### src/rtl/fetch_unit.sv
`default_nettype none
// ============================================================================
//  Module   : fetch_unit
//  Brief    : Instruction fetch stage. Owns the PC, captures the instruction
//             word into a 2-entry buffer and hands {instr, pc, pc+4} to decode.
//  Revision : 1.0  initial release
// ============================================================================
module fetch_unit #(
    parameter int              XLEN     = 32,
    parameter logic [XLEN-1:0] RESET_PC = '0
) (
    input  logic            clk,
    input  logic            rst_n,
    output logic [XLEN-3:0] imem_addr,
    input  logic [31:0]     imem_rd,
    input  logic            redirect_valid,
    input  logic [XLEN-1:0] redirect_pc,
    output logic            if_valid,
    input  logic            id_ready,
    output logic [31:0]     if_instr,
    output logic [XLEN-1:0] if_pc,
    output logic [XLEN-1:0] if_pc_plus4
);

    localparam logic [XLEN-1:0] c_pc_step = XLEN'(4);

    logic [XLEN-1:0] pc_q, pc_d;
    logic [1:0]      count_q, count_d;
    logic            wr_ptr_q, wr_ptr_d;
    logic            rd_ptr_q, rd_ptr_d;
    logic [31:0]     instr_q [2];
    logic [31:0]     instr_d [2];
    logic [XLEN-1:0] epc_q   [2];
    logic [XLEN-1:0] epc_d   [2];

    logic w_pop;
    logic w_push;

    assign imem_addr   = pc_q[XLEN-1:2];
    // Redirect masks the handshake so no wrong-path word leaves in that cycle.
    assign if_valid    = (count_q != 2'd0) & ~redirect_valid;
    assign w_pop       = if_valid & id_ready;
    assign w_push      = ~redirect_valid & ((count_q < 2'd2) | w_pop);
    assign if_instr    = instr_q[rd_ptr_q];
    assign if_pc       = epc_q[rd_ptr_q];
    assign if_pc_plus4 = epc_q[rd_ptr_q] + c_pc_step;

    always_comb begin
        pc_d     = pc_q;
        count_d  = count_q;
        wr_ptr_d = wr_ptr_q;
        rd_ptr_d = rd_ptr_q;
        instr_d  = instr_q;
        epc_d    = epc_q;
        if (redirect_valid) begin
            pc_d     = {redirect_pc[XLEN-1:2], 2'b00};
            count_d  = 2'd0;
            wr_ptr_d = 1'b0;
            rd_ptr_d = 1'b0;
        end else begin
            if (w_push) begin
                instr_d[wr_ptr_q] = imem_rd;
                epc_d[wr_ptr_q]   = pc_q;
                pc_d              = pc_q + c_pc_step;
                wr_ptr_d          = ~wr_ptr_q;
            end
            if (w_pop) begin
                rd_ptr_d = ~rd_ptr_q;
            end
            if (w_push && !w_pop) begin
                count_d = count_q + 2'd1;
            end else if (w_pop && !w_push) begin
                count_d = count_q - 2'd1;
            end
        end
    end

    always_ff @(posedge clk or negedge rst_n) begin
        if (!rst_n) begin
            pc_q       <= RESET_PC;
            count_q    <= 2'd0;
            wr_ptr_q   <= 1'b0;
            rd_ptr_q   <= 1'b0;
            instr_q[0] <= '0;
            instr_q[1] <= '0;
            epc_q[0]   <= '0;
            epc_q[1]   <= '0;
        end else begin
            pc_q       <= pc_d;
            count_q    <= count_d;
            wr_ptr_q   <= wr_ptr_d;
            rd_ptr_q   <= rd_ptr_d;
            instr_q[0] <= instr_d[0];
            instr_q[1] <= instr_d[1];
            epc_q[0]   <= epc_d[0];
            epc_q[1]   <= epc_d[1];
        end
    end

endmodule
`default_nettype wire

### config.mk
export PLATFORM = sky130hd
export DESIGN_NAME = fetch_unit
export DESIGN_NICKNAME = d
export VERILOG_FILES = /design/src/rtl/fetch_unit.sv
export SDC_FILE = /design/constraint.sdc
export NUM_CORES = 1
export LEC_CHECK = 0
export BUFFER_PORTS_ARGS = -buffer_cell sky130_fd_sc_hd__buf_2
export CORE_MARGIN = 2
export CORE_UTILIZATION = 35
export DETAILED_ROUTE_END_ITERATION = 7
export SLEW_MARGIN = 30
export SYNTH_ARGS = -nofsm -noshare
export SYNTH_HDL_FRONTEND = slang
export SYNTH_SLANG_ARGS = --single-unit
export TNS_END_PERCENT = 30
### constraint.sdc
create_clock -name clk -period 7.69 [get_ports clk]
set_clock_uncertainty 0.05 [all_clocks]
set_input_delay 0.3845 -clock clk [delete_from_list [all_inputs] [get_ports clk]]
set_output_delay 0.3845 -clock clk [all_outputs]
set_load 0.02 [all_outputs]
==> summary.md <==
| Metric | Value |
|---|---|
| Drt first pass iters | 4 |
| CTS root buffer | clkbuf_16 |
| Initial Util | 0.3570 |
| Largest net degree at the start of global routing | 90 |
| IO Pins | between 150 and 200 |
| Die X | 158.7 um |
| First-pass GRT wire length | 32590 um |
| Post-synth cell types | 48 |
| CP endpoint kind | output pin |
| CP max FO | between 40 and 50 |
| F_max | 249.1 MHz |
| Iteration-0 DRC Markers | roughly 210 |
| Max Cap Violations | 0 |
| Core ar. | approximately 23000 um2 |
| # DRC | 0 |
| Via/cell ratio | 4.863 |
| Critical path required time | 7.26 ns |
| Nets | 914 |
| Post-placement cell area | 9490 um2 |
| Async SR Flop Fraction | 1.000 |
| RD Place Congestion | roughly 0.77 |
| Pins over their slew limit | 0 |
| Seq pwr share | 0.389 |
| Cell area after synthesis | 8379 um2 |
| Die area | ~25000 um2 |
| ANT cells | 0 |
| Initial antenna violation count | 0 |
| Total grt overflow | 0 |
| Slew HR | 0.3887 |
| Pint | 2018 uW |
| RSZ-0062 raised after global routing | false |
| Post-CTS setup buffers | 0 |
| Status | completed |
| # hold bufs at CTS | 0 |
| Slew @ Worst Pin | between 0.9 and 1 ns |
| DR WL/cell | roughly 17 um |
| # port buffers | 188 |
| Clk Latency, worst-skew pair | about 0.42 ns |
| Post-CTS sizing | 0 |
| Final Critical Period | 4.014 ns |
| Total Routing Usage GR | 0.1639 |
| Register area share after synthesis | 0.4719 |
| Share of layout cells above drive strength 1 | 0.4807 |
| Placement Rows | 56 |
| Syn Inst Count | 667 |
| Setup Viol. Count Final | 0 |
| WHS Path Cells | 3 |
| Cts bufs inserted | 17 |
| CTS clock-pin slew for the worst setup and hold paths | 0.07 ns |
| Kind of critical path | reg2out |
| Critical path data arrival time | 3.58 ns |
| Final wirelength | between 20000 and 25000 um |
| Max VDD drop | 135.3 uV |
| Sw Ratio | 0.3433 |
| Register bit total from synthesis | 158 |
| Final HPWL DP | 14220 um |
| CTS tree | yes |
| Area Overhead vs Synth | 21.14% |
| Psw | 1055 uW |
| Die Span Y | approximately 160 um |
| Via count of the first global-routing pass | 5784 |
| Fin. Hold Viols | 0 |
| Element type at the critical path start | register |
| Tcrit/Tclk final | 0.5220 |
| Post-Layout Inst Area | 10150 um2 |
| Number of routed nets with antenna violations | 0 |
| P per Cell Area | 302.8 nW/um2 |
| Warning count from the yosys run | 0 |
| Ys flop type | dfrtp_1 |
| DR vias | ~5700 |
| HP Class | in2reg |
| Syn Area/Cell | 12.56 um2 |
| Reg2reg path depth | 4 |
| CTS sink cnt | 158 |
| Final TNS setup | 0 ns |
| Logic pwr share | 0.321 |
| Clock power share | 0.290 |
| P_leak | 0.004627 uW |
| EDFF count, synth | 0 |
| Clk buf depth | 2 |
| CTS H-tree depth | 4 |
[cell type report]
class                           count  area [um2]
Clock inverter                     14       180.2
Timing Repair Buffer              196        1033
Sequential cell                   158        3958
Clock buffer                       18       439.2
Fill cell                        2253       13320
Tap cell                          319       399.1
Multi-Input combinational cell    461        4104
Inverter                           10       37.54
[metrics by stage]
step	setup WS (ns)	utilization	std cells	hold WS (ns)	total power, uW
finish	3.676	0.4325	1176	0.1161	3073
global route	3.410	0.4325	1176	0.1104	3240
CTS	3.578	0.4307	1174	0.01700	3115
detailed placement	4.054	0.4043	1142	0.4208	2199
global placement	4.091	0.4039	1142	0.4136	2183
floorplan	4.185	-	670	0.03891	1888
[power groups by stage]
stage                     registers, uW  logic (uW)  clock network (uW)
final                              1190         987                 892
after global routing               1230        1060                 958
after CTS                          1190         998                 924
after detailed placement           1210         992                   0
after global placement             1200         984                   0
after floorplan                    1160         725                   0
[layer usage]
layer	GRT usage	part of all wire	vias up
met2	0.2547	0.46	139
li1	-	-	2720
met5	0	0	-
met3	0.03030	0.044	20
met1	0.2298	0.48	2840
met4	0.05630	0.019	0
[state kept, by name, indices dropped and copies added, names as in the netlist]
name      count
rd_ptr_q      1
instr_q      64
pc_q         30
wr_ptr_q      1
count_q       2
epc_q        60
[cells in the final DEF (no fill, tap or decap), types with 3 or more instances in the layout]
cell type,count
dfrtp_1,157
xnor2_1,20
buf_2,187
and4_1,5
o21ai_1,7
and2_1,7
mux2_4,60
a21oi_1,4
nand3b_1,4
nand4_1,22
clkbuf_16,17
mux2_1,9
clkinvlp_4,4
nor2_1,17
o21ai_0,27
nand3_1,25
conb_1,4
mux2_2,109
xor2_1,37
and3_1,5
inv_1,10
buf_4,5
nand2_1,54
inv_6,4
mux2i_1,7
bufinv_16,3
nand4b_1,5
[critical path: stages (launching register included)]
cell and delay [ns]:
dfrtp_4 0.78, buf_4 0.62, mux2i_1 0.21, inv_1 0.11, ha_1 0.22, o211a_1 0.24
and2_1 0.29, and4_1 0.30, xor2_1 0.16, buf_2 0.18
[worst paths after layout]
path                                     start         endpoint  slack, ns
worst max-delay path                  rd_ptr_q  if_pc_plus4[26]       3.68
worst min-delay path            redirect_pc[8]          pc_q[8]       0.12
worst max register to register      count_q[1]       instr_q[3]       5.00
worst min register to register     instr_q[34]      instr_q[34]       0.43
max in group asynchronous                rst_n         rd_ptr_q       6.29
min in group asynchronous                rst_n      instr_q[28]       0.34
[logic make-up after synthesis]
family          count (synthesis)  share of synthesized area
compound gates                 54                    0.04659
simple gates                  159                     0.1029
flops                         158                     0.4719
fa+ha+maj                       2                   0.002986
xor+xnor                       57                    0.05958
buf+inv                        51                    0.04121
other cells                     1                  0.0004475
mux                           185                     0.2745
[cell usage after synthesis (2+ instances only)]
master	n	area, um2
dfrtp_1	158	3954
mux2_2	109	1227
mux2_4	60	900.9
nand2_1	54	202.7
xor2_1	37	324.1
o21ai_0	27	135.1
nand3_1	25	125.1
nand4_1	22	137.6
xnor2_1	20	175.2
nor2_1	17	63.81
buf_6	15	168.9
inv_1	10	37.54
buf_2	9	45.04
clkbuf_1	9	33.78
mux2_1	9	101.4
buf_4	8	60.06
and2_1	7	43.79
mux2i_1	7	70.07
o21ai_1	7	35.03
and3_1	5	31.28
and4_1	5	43.79
nand4b_1	5	43.79
a21oi_1	4	20.02
nand3b_1	4	30.03
a211oi_4	2	40.04
a21o_1	2	15.01
a22oi_2	2	25.02
a22oi_4	2	42.54
a32o_1	2	20.02
and2b_1	2	15.01
ha_1	2	25.02
nand2b_1	2	12.51
nor3_1	2	10.01
nor3_2	2	20.02
Power figures use the tool's default switching activity.
